===== src/rtl/clock_divider_ctrl.sv =====
// Programmable clock divider / pulse generator with an Avalon-MM register file.
// Shadow PERIOD/HIGH registers are copied into active registers only at run entry and at each wrap.
module clock_divider_ctrl #(
    parameter int          CNT_W      = 32,
    parameter int unsigned DEF_PERIOD = 1250,
    parameter int unsigned DEF_HIGH   = 625
) (
    input  logic             clock,
    input  logic             reset,
    input  logic [2:0]       avs_address,
    input  logic             avs_write,
    input  logic             avs_read,
    input  logic [CNT_W-1:0] avs_writedata,
    output logic [CNT_W-1:0] avs_readdata,
    output logic             out_clk,
    output logic             period_tick,
    output logic             busy,
    output logic             irq
);

    localparam logic [CNT_W-1:0] ONE        = CNT_W'(1);
    localparam logic [CNT_W-1:0] RST_PERIOD = CNT_W'(DEF_PERIOD);
    localparam logic [CNT_W-1:0] RST_HIGH   = CNT_W'(DEF_HIGH);

    typedef enum logic [1:0] {
        S_IDLE = 2'd0,
        S_RUN  = 2'd1,
        S_STOP = 2'd2
    } state_t;

    state_t           state_q, state_d;
    logic [2:0]       ctrl_q, ctrl_d;
    logic [CNT_W-1:0] period_q, period_d;
    logic [CNT_W-1:0] high_q, high_d;
    logic [CNT_W-1:0] burst_cnt_q, burst_cnt_d;
    logic             done_q, done_d;
    logic [CNT_W-1:0] act_period_q, act_period_d;
    logic [CNT_W-1:0] act_high_q, act_high_d;
    logic [CNT_W-1:0] remaining_q, remaining_d;
    logic [CNT_W-1:0] counter_q, counter_d;
    logic             out_clk_q, out_clk_d;
    logic             tick_q, tick_d;
    logic             busy_q, busy_d;
    logic             irq_q, irq_d;
    logic [CNT_W-1:0] rdata_q, rdata_d;

    logic active, wrap, burst_end, en_d, load;

    always_comb begin
        ctrl_d      = ctrl_q;
        period_d    = period_q;
        high_d      = high_q;
        burst_cnt_d = burst_cnt_q;
        done_d      = done_q;
        if (avs_write) begin
            case (avs_address)
                3'd0:    ctrl_d      = avs_writedata[2:0];
                3'd1:    period_d    = avs_writedata;
                3'd2:    high_d      = avs_writedata;
                3'd3:    burst_cnt_d = avs_writedata;
                3'd4:    if (avs_writedata[1]) done_d = 1'b0;
                default: ;
            endcase
        end

        // A burst ends on the last wrap, or at once when started with zero pulses.
        active    = (state_q != S_IDLE);
        wrap      = active && (counter_q == act_period_q);
        burst_end = active && ctrl_q[1] &&
                    ((remaining_q == '0) || (wrap && (remaining_q == ONE)));
        if (burst_end) begin
            ctrl_d[0] = 1'b0;
            done_d    = 1'b1;
        end
        en_d = ctrl_d[0];

        state_d     = state_q;
        counter_d   = counter_q;
        remaining_d = remaining_q;
        load        = 1'b0;
        case (state_q)
            S_IDLE: begin
                if (en_d) begin
                    state_d     = S_RUN;
                    counter_d   = '0;
                    remaining_d = burst_cnt_d;
                    load        = 1'b1;
                end
            end
            default: begin
                if (burst_end) begin
                    state_d   = S_IDLE;
                    counter_d = '0;
                end else if (wrap) begin
                    state_d   = en_d ? S_RUN : S_IDLE;
                    counter_d = '0;
                    load      = 1'b1;
                    if (ctrl_q[1]) remaining_d = remaining_q - ONE;
                end else begin
                    state_d   = en_d ? S_RUN : S_STOP;
                    counter_d = counter_q + ONE;
                end
            end
        endcase

        act_period_d = act_period_q;
        act_high_d   = act_high_q;
        if (load) begin
            act_period_d = (period_d == '0) ? ONE : period_d;
            act_high_d   = high_d;
        end

        // Outputs are derived from next-state values so they line up with the registered counter.
        busy_d    = (state_d != S_IDLE);
        out_clk_d = busy_d && !(ctrl_d[1] && (remaining_d == '0)) && (counter_d < act_high_d);
        tick_d    = busy_d && (counter_d == act_period_d);
        irq_d     = done_d & ctrl_d[2];

        rdata_d = rdata_q;
        if (avs_read) begin
            rdata_d = '0;
            case (avs_address)
                3'd0:    rdata_d[2:0] = ctrl_q;
                3'd1:    rdata_d      = period_q;
                3'd2:    rdata_d      = high_q;
                3'd3:    rdata_d      = burst_cnt_q;
                3'd4:    rdata_d[1:0] = {done_q, active};
                3'd5:    rdata_d      = counter_q;
                default: ;
            endcase
        end
    end

    always_ff @(posedge clock or negedge reset) begin
        if (!reset) begin
            state_q      <= S_IDLE;
            ctrl_q       <= '0;
            period_q     <= RST_PERIOD;
            high_q       <= RST_HIGH;
            burst_cnt_q  <= '0;
            done_q       <= 1'b0;
            act_period_q <= RST_PERIOD;
            act_high_q   <= RST_HIGH;
            remaining_q  <= '0;
            counter_q    <= '0;
            out_clk_q    <= 1'b0;
            tick_q       <= 1'b0;
            busy_q       <= 1'b0;
            irq_q        <= 1'b0;
            rdata_q      <= '0;
        end else begin
            state_q      <= state_d;
            ctrl_q       <= ctrl_d;
            period_q     <= period_d;
            high_q       <= high_d;
            burst_cnt_q  <= burst_cnt_d;
            done_q       <= done_d;
            act_period_q <= act_period_d;
            act_high_q   <= act_high_d;
            remaining_q  <= remaining_d;
            counter_q    <= counter_d;
            out_clk_q    <= out_clk_d;
            tick_q       <= tick_d;
            busy_q       <= busy_d;
            irq_q        <= irq_d;
            rdata_q      <= rdata_d;
        end
    end

    assign avs_readdata = rdata_q;
    assign out_clk      = out_clk_q;
    assign period_tick  = tick_q;
    assign busy         = busy_q;
    assign irq          = irq_q;

endmodule


===== config.mk =====
export PLATFORM = sky130hd
export DESIGN_NAME = clock_divider_ctrl
export DESIGN_NICKNAME = d
export VERILOG_FILES = /design/src/rtl/clock_divider_ctrl.sv
export SDC_FILE = /design/constraint.sdc
export NUM_CORES = 1
export LEC_CHECK = 0
export ABC_AREA = 1
export BUFFER_PORTS_ARGS = -buffer_cell sky130_fd_sc_hd__buf_2
export CAP_MARGIN = 20
export CELL_PAD_IN_SITES_DETAIL_PLACEMENT = 1
export CELL_PAD_IN_SITES_GLOBAL_PLACEMENT = 1
export CORE_ASPECT_RATIO = 2
export CORE_UTILIZATION = 46
export CTS_CLUSTER_SIZE = 30
export DETAILED_ROUTE_END_ITERATION = 6
export PLACE_DENSITY_LB_ADDON = 0.1
export SYNTH_ARGS = -nofsm -noshare
export SYNTH_HDL_FRONTEND = slang
export SYNTH_SLANG_ARGS = --single-unit

===== constraint.sdc =====
create_clock -name clock -period 5.1 [get_ports clock]
set_clock_uncertainty 0.05 [all_clocks]
set_input_delay 1.275 -clock clock [delete_from_list [all_inputs] [get_ports clock]]
set_output_delay 1.275 -clock clock [all_outputs]
set_load 0.01 [all_outputs]

==> results of run 1 <==
## through the flow
stage	area, µm²	cells
finish	17650	2657
global route	17650	2657
CTS	17650	2657
detailed placement	16760	2611
global placement	16750	2609
floorplan	15820	2136
## final timing paths
check	startpoint	end	slack, ns	cells after the start
setup / recovery	counter_q[23]$_DFF_PN0_	out_clk$_DFF_PN0_	0.68	22
max in group asynchronous	reset	avs_readdata[30]$_DFFE_PN0P_	3.19	2
hold / removal	avs_readdata[29]$_DFFE_PN0P_	avs_readdata[29]$_DFFE_PN0P_	0.45	1
hold reg to reg	avs_readdata[29]$_DFFE_PN0P_	avs_readdata[29]$_DFFE_PN0P_	0.45	1
min in group asynchronous	reset	act_period_q[30]$_DFF_PN0_	0.72	1
setup reg to reg	counter_q[23]$_DFF_PN0_	out_clk$_DFF_PN0_	0.68	22
## logic make-up (layout without fill, tap and decap cells)
family / Yosys count / in the layout / synth area share [%]
AO/OA/AOI/OAI: 347 / 347 / 12.96
buffers and inverters: 379 / 464 / 9.453
flip-flops: 266 / 266 / 42.24
XOR/XNOR: 58 / 58 / 3.212
adder cells (fa/ha/maj): 34 / 34 / 2.690
AND/OR/NAND/NOR: 1008 / 1008 / 26.35
multiplexers: 44 / 44 / 3.093
## synth_stat cells (2+ instances only)
cell,number,area [µm²]
buf_6,6,67.56
buf_2,12,60.06
ha_1,34,425.4
and2_1,2,12.51
o21ai_0,213,1066
a22oi_1,14,105.1
buf_4,3,22.52
nor2_1,237,889.6
buf_1,2,7.510
o21ai_1,21,105.1
o2111ai_1,18,157.7
o21ai_2,10,87.58
mux2_2,39,439.2
nand4_1,27,168.9
inv_2,19,71.32
o22ai_2,7,87.58
mux2i_1,5,50.05
dfrtp_1,246,6156
nand2_4,2,22.52
xor2_1,57,499.2
a211oi_1,3,22.52
dfstp_2,20,525.5
o211ai_1,14,105.1
or2_2,34,212.7
nor4_1,10,62.56
nand3_1,78,390.4
nand2b_1,2,12.51
clkbuf_1,57,214.0
a21oi_1,21,105.1
o22ai_1,15,93.84
inv_1,278,1044
nor3_1,24,120.1
nand2_1,582,2185
a221oi_1,3,26.28
nand3b_1,3,22.52
## flip-flops by register name, indices dropped and copies added (netlist names)
signal,cells
act_high_q,32
act_period_q,32
avs_readdata,32
burst_cnt_q,32
busy,1
counter_q,32
ctrl_q,3
done_q,1
high_q,32
irq,1
out_clk,1
period_q,32
period_tick,1
remaining_q,32
state_q,2
## routing by layer
| layer | vias up | track usage (%) |
|---|---|---|
| met3 | 144 | 2.571 |
| met1 | 7384 | 36.97 |
| met4 | 0 | 18.92 |
| li1 | 6952 | - |
| met5 | - | 0 |
| met2 | 282 | 65.03 |
## cell usage in the layout (no fill, tap or decap), types with 10 or more instances in the layout
master / count
a21oi_1: 21
a22oi_1: 14
buf_2: 74
buf_4: 42
clkbuf_16: 25
dfrtp_1: 246
dfstp_2: 20
ha_1: 34
inv_1: 278
inv_2: 19
mux2_2: 39
nand2_1: 579
nand3_1: 78
nand4_1: 27
nor2_1: 234
nor3_1: 24
nor4_1: 10
o2111ai_1: 18
o211ai_1: 14
o21ai_0: 213
o21ai_1: 21
o21ai_2: 10
o22ai_1: 15
or2_2: 34
xor2_1: 57
## power by group through the flow
stage / Clock (mW) / Combinational (mW) / Sequential (mW)
2_1_floorplan: 0 / 2.60 / 3.08
3_3_place_gp: 0 / 3.68 / 3.18
3_5_place_dp: 0 / 3.83 / 3.22
4_1_cts: 2.10 / 3.88 / 3.19
5_1_grt: 2.17 / 4.31 / 3.26
6_report: 2.07 / 3.87 / 3.19
## area by class of cell
class	instances	area, µm²
sequential	266	6681
timing repair buffer	120	760.7
clock inverter	12	180.2
multi-input combinational	1491	7655
inverter	298	1119
fill	4374	16110
tap	436	545.5
clock buffer	34	709.4
## worst max-delay path, cell delays in order, from the launching register on
cell and delay, ns:
dfrtp_1 0.43, inv_2 0.11, nand2_1 0.09, nand2_1 0.05, nor2_1 0.18, nand2_1 0.07
nor2_1 0.15, nand2_1 0.19, nor2_2 0.26, nand3_1 0.11, nand2_1 0.13, nand2_4 0.16
o211ai_4 0.13, buf_4 0.50, o21ai_0 0.21, ha_1 0.36, a21oi_1 0.15, nor2_1 0.05
a211oi_1 0.21, o221ai_1 0.18, a221oi_1 0.34, nand2_1 0.09, a21oi_1 0.12
==> reports/metrics.csv, run 1 <==
metric;value;unit
power;9.128;mW
fin_ws;0.6770;ns
wl_per_cell;22.04;µm
finalCriticalPeriod;4.423;ns
cts.repair.resized;0;
ys_async_sr_fraction;100.0;%
clkSinkCount;266;
start_util;46.85;%
endpoint_kind;flop;
cts_setup_buffers;0;
dieHeight;264.2;µm
top_layer;met4;
cts_buffer_depth;3;
dp_hpwl;46.30;mm
routed_wl;58.57;mm
p_int;5.170;mW
grt_pass1_vias;16073;
drt_iter0_markers;639;
core_area;33760;µm²
maxCapViolCount;0;
critPathLaunchType;flop;
fin_tns_setup;0;ns
pre_cts_ws;0.1816;ns
ios;75;
critPathMaxFanout;53;
synth_cells;2136;
hold_ws;0.4526;ns
ys_ff_latch;266;
slew_headroom;40.52;%
avgSynthCellArea;7.405;µm²
n_antenna_cell;0;
gp_congestion;0.9243;
placementRows;95;
synth_nets;2209;
path_class;flop to flop;
overflow;0;
grt_pass1_wl;91.12;mm
critPathRequiredTime;5.54;ns
die_w;133.1;µm
seq_area_frac_synth;42.24;%
leakagePower;8.809;nW
hold_viol;0;
p_clk_share;22.7;%
drive_above_1_share;13.87;%
synth_flop_cell;dfrtp_1;
vias;14762;
grt.total_usage;34.26;%
worstMarginPinSlew;0.8913;ns
vias_per_cell;5.556;
power.density;517.2;nW/µm²
drcViolationCount;0;
final_util;52.29;%
min_period_over_period;86.73;%
die_area;35170;µm²
syn_area;15820;µm²
setup_viol;0;
clk_pin_slew;0.07;ns
clkLatencyLatePin;0.56;ns
fmax;0.2261;GHz
final_net_count;2275;
yosysUniqueCellTypes;53;
p_comb_share;42.4;%
m1WireLength;21.81;mm
cts_tree;yes;
synth_enable_flop_cells;0;
rsz0062_at_grt;no;
swShare;43.37;%
p_sw;3.959;mW
status;completed;
final_max_slew_viol_count;0;
antenna_found_initial;0;
met2WireLength;31.79;mm
root_buffer;clkbuf_16;
htreeDepth;1;
hold_class;flop to flop;
met3_length;1.463;mm
syn_to_final_growth;11.60;%
cts_buffers;25;
ant_nets;0;
hold_buffers;0;
grt_start_max_net_pins;108;
yosys_warnings;0;
port_buffers;74;
cp.arrival;4.86;ns
seqPwrFrac;34.9;%
dr.pass1.iters;4;
vdd_drop_max;0.0004118;V
(Power assumes the default switching activity.)
==> inputs of run 2 (changes only) <==
--- a/config.mk
+++ b/config.mk
@@ -15,6 +15,7 @@
 export CTS_CLUSTER_SIZE = 30
 export DETAILED_ROUTE_END_ITERATION = 6
 export PLACE_DENSITY_LB_ADDON = 0.1
+export REMOVE_ABC_BUFFERS = 1
 export SYNTH_ARGS = -nofsm -noshare
 export SYNTH_HDL_FRONTEND = slang
 export SYNTH_SLANG_ARGS = --single-unit
==> reports/metrics.csv, run 2 (synthesized netlist as in run 1, its figures left out) <==
metric;value;unit;change
status;completed;;unchanged
n_antenna_cell;0;;unchanged
endpoint_kind;flop;;unchanged
design_area;17690;µm²;was 17,650 µm²
path_delay_family;simple AND/OR/NAND/NOR gates;;unchanged
dr.pass1.iters;5;;was 4
htreeDepth;1;;unchanged
placementRows;95;;unchanged
slew_headroom;28.03;%;was 40.52%
fin_ws;0.5906;ns;was 0.6770 ns
grt.busiest_layer;met2;;unchanged
clk_pin_slew;0.07;ns;about the same
pre_cts_ws;0.3108;ns;was 0.1816 ns
grt_pass1_vias;16322;;was 16,073
min_period_over_period;88.42;%;was 86.73%
grt.total_usage;36.27;%;was 34.26%
cp_num_buf_inv;4;;was 2
clkSinkCount;266;;unchanged
final_net_count;2276;;was 2,275
cp.arrival;4.94;ns;was 4.86 ns
hold_viol;0;;unchanged
core_area;33760;µm²;unchanged
grtUsageMet3;3.282;%;was 2.571%
place_area;16820;µm²;was 16,760 µm²
vias;14763;;was 14,762
setup_viol;0;;unchanged
path_class;flop to flop;;unchanged
leakagePower;8.816;nW;was 8.809 nW
critPathMaxFanout;33;;was 53
drive_above_1_share;13.78;%;was 13.87%
die_area;35170;µm²;unchanged
drt_iter0_markers;598;;was 639
cp_cell_sequence;inv_1 -> ha_1 -> inv_1 -> nor2_1 -> nand4_1 -> nand2_1 -> nand2_4 -> o211ai_4 -> inv_2 -> buf_12 -> or2_2 -> o21ai_0 -> ha_1 -> a21oi_1 -> o21ai_0 -> nand4_1 -> o211ai_1 -> a221oi_1 -> nand2_1 -> a21oi_1;;was inv_2 -> nand2_1 -> nand2_1 -> nor2_1 -> nand2_1 -> nor2_1 -> nand2_1 -> nor2_2 -> nand3_1 -> nand2_1 -> nand2_4 -> o211ai_4 -> buf_4 -> o21ai_0 -> ha_1 -> a21oi_1 -> nor2_1 -> a211oi_1 -> o221ai_1 -> a221oi_1 -> nand2_1 -> a21oi_1
port_buffers;74;;unchanged
worstMarginPinSlew;1.080;ns;was 0.8913 ns
hold_class;flop to flop;;unchanged
crit_path_top_delay_cell;nor2_1;;was buf_4
final_max_slew_viol_count;0;;unchanged
layout_common_cells;nand2_1, inv_1, dfrtp_1;;unchanged
met2_usage;69.18;%;was 65.03%
vdd_drop_max;0.0003815;V;was 0.0004118 V
hold_buffers;0;;unchanged
cts_buffers;26;;was 25
routed_wl;61.76;mm;was 58.57 mm
wl_per_cell;23.24;µm;was 22.04 µm
rsz0062_at_grt;no;;unchanged
power.density;516.5;nW/µm²;was 517.2 nW/µm²
cts_setup_buffers;0;;unchanged
antenna_found_initial;1;;was 0
drcViolationCount;0;;unchanged
critPathLaunchType;flop;;unchanged
cts.repair.resized;0;;unchanged
vias_per_cell;5.556;;about the same
cts_buffer_depth;3;;unchanged
ant_nets;0;;unchanged
overflow;0;;unchanged
use_met1;35.76;%;was 36.97%
fmax;0.2218;GHz;was 0.2261 GHz
critPathRequiredTime;5.53;ns;was 5.54 ns
cts_tree;yes;;unchanged
cpPeakStageDelay;0.50;ns;about the same
power;9.137;mW;was 9.128 mW
dieHeight;264.2;µm;unchanged
layout_commonest_cell;nand2_1;;unchanged
grt_pass1_wl;94.83;mm;was 91.12 mm
start_util;46.85;%;unchanged
gp_congestion;0.9669;;was 0.9243
grt_start_max_net_pins;99;;was 108
finalCriticalPeriod;4.509;ns;was 4.423 ns
root_buffer;clkbuf_16;;unchanged
ios;75;;unchanged
maxCapViolCount;0;;unchanged
clkLatencyLatePin;0.57;ns;was 0.56 ns
dp_hpwl;48.31;mm;was 46.30 mm
syn_to_final_growth;11.84;%;was 11.60%
die_w;133.1;µm;unchanged
fill_cells;4344;;was 4,374
## run 2: changes by cell type in the layout (fill, tap and decap cells not counted), sizes merged
cell	before	now
inv	298	297
bufinv	4	2
clkinv	6	4
clkbuf	34	39
## run 2: power breakdown
| part | switching [mW] | leakage, nW | internal (mW) | total (mW) |
|---|---|---|---|---|
| Sequential | 0.445 | 3.28 | 2.75 | 3.19 |
| Clock | 0.870 | 0.423 | 1.16 | 2.03 |
| Combinational | 2.67 | 5.12 | 1.25 | 3.92 |
| Total | 3.99 | 8.82 | 5.15 | 9.14 |
## run 2: worst min-delay path, delay by kind of cell, from the launching register on
kind          cells  cell delay (ns)
flops             1             0.36
simple gates      2             0.13
## run 2: layout make-up
class	instances	area, µm²	share of cell area [%]
multi-input combinational	1491	7660	43.30
sequential	266	6681	37.77
inverter	298	1119	6.323
timing repair buffer	120	813.3	4.598
clock buffer	39	780.7	4.414
tap	436	545.5	3.084
clock inverter	7	90.09	0.5093
## run 2: final timing paths
kind / start / depth (start not counted) / endpoint / slack, ns
max: remaining_q[0]$_DFF_PN0_ / 20 / out_clk$_DFF_PN0_ / 0.59
max in group asynchronous: reset / 2 / remaining_q[6]$_DFF_PN0_ / 3.22
min: act_high_q[0]$_DFF_PN1_ / 2 / act_high_q[0]$_DFF_PN1_ / 0.44
max reg2reg: remaining_q[0]$_DFF_PN0_ / 20 / out_clk$_DFF_PN0_ / 0.59
min reg2reg: act_high_q[0]$_DFF_PN1_ / 2 / act_high_q[0]$_DFF_PN1_ / 0.44
min in group asynchronous: reset / 1 / avs_readdata[17]$_DFFE_PN0P_ / 0.74
## run 2: metrics by stage
stage          TNS [ns]  hold WS (ns)  cells  util (%)
2_1_floorplan   -0.4363        0.4010   2055         -
4_1_cts               0        0.4435   2657     52.40
3_5_place_dp          0        0.4358   2611     49.82
5_1_grt               0        0.4701   2657     52.40
3_3_place_gp          0        0.4153   2611     49.82
6_report              0        0.4371   2657     52.40
## run 2: metal layers
layer	part of all wire [%]	vias to the layer above
met1	35	7292
li1	-	6963
met5	0	-
met2	55	319
met3	2.7	189
met4	8.3	0
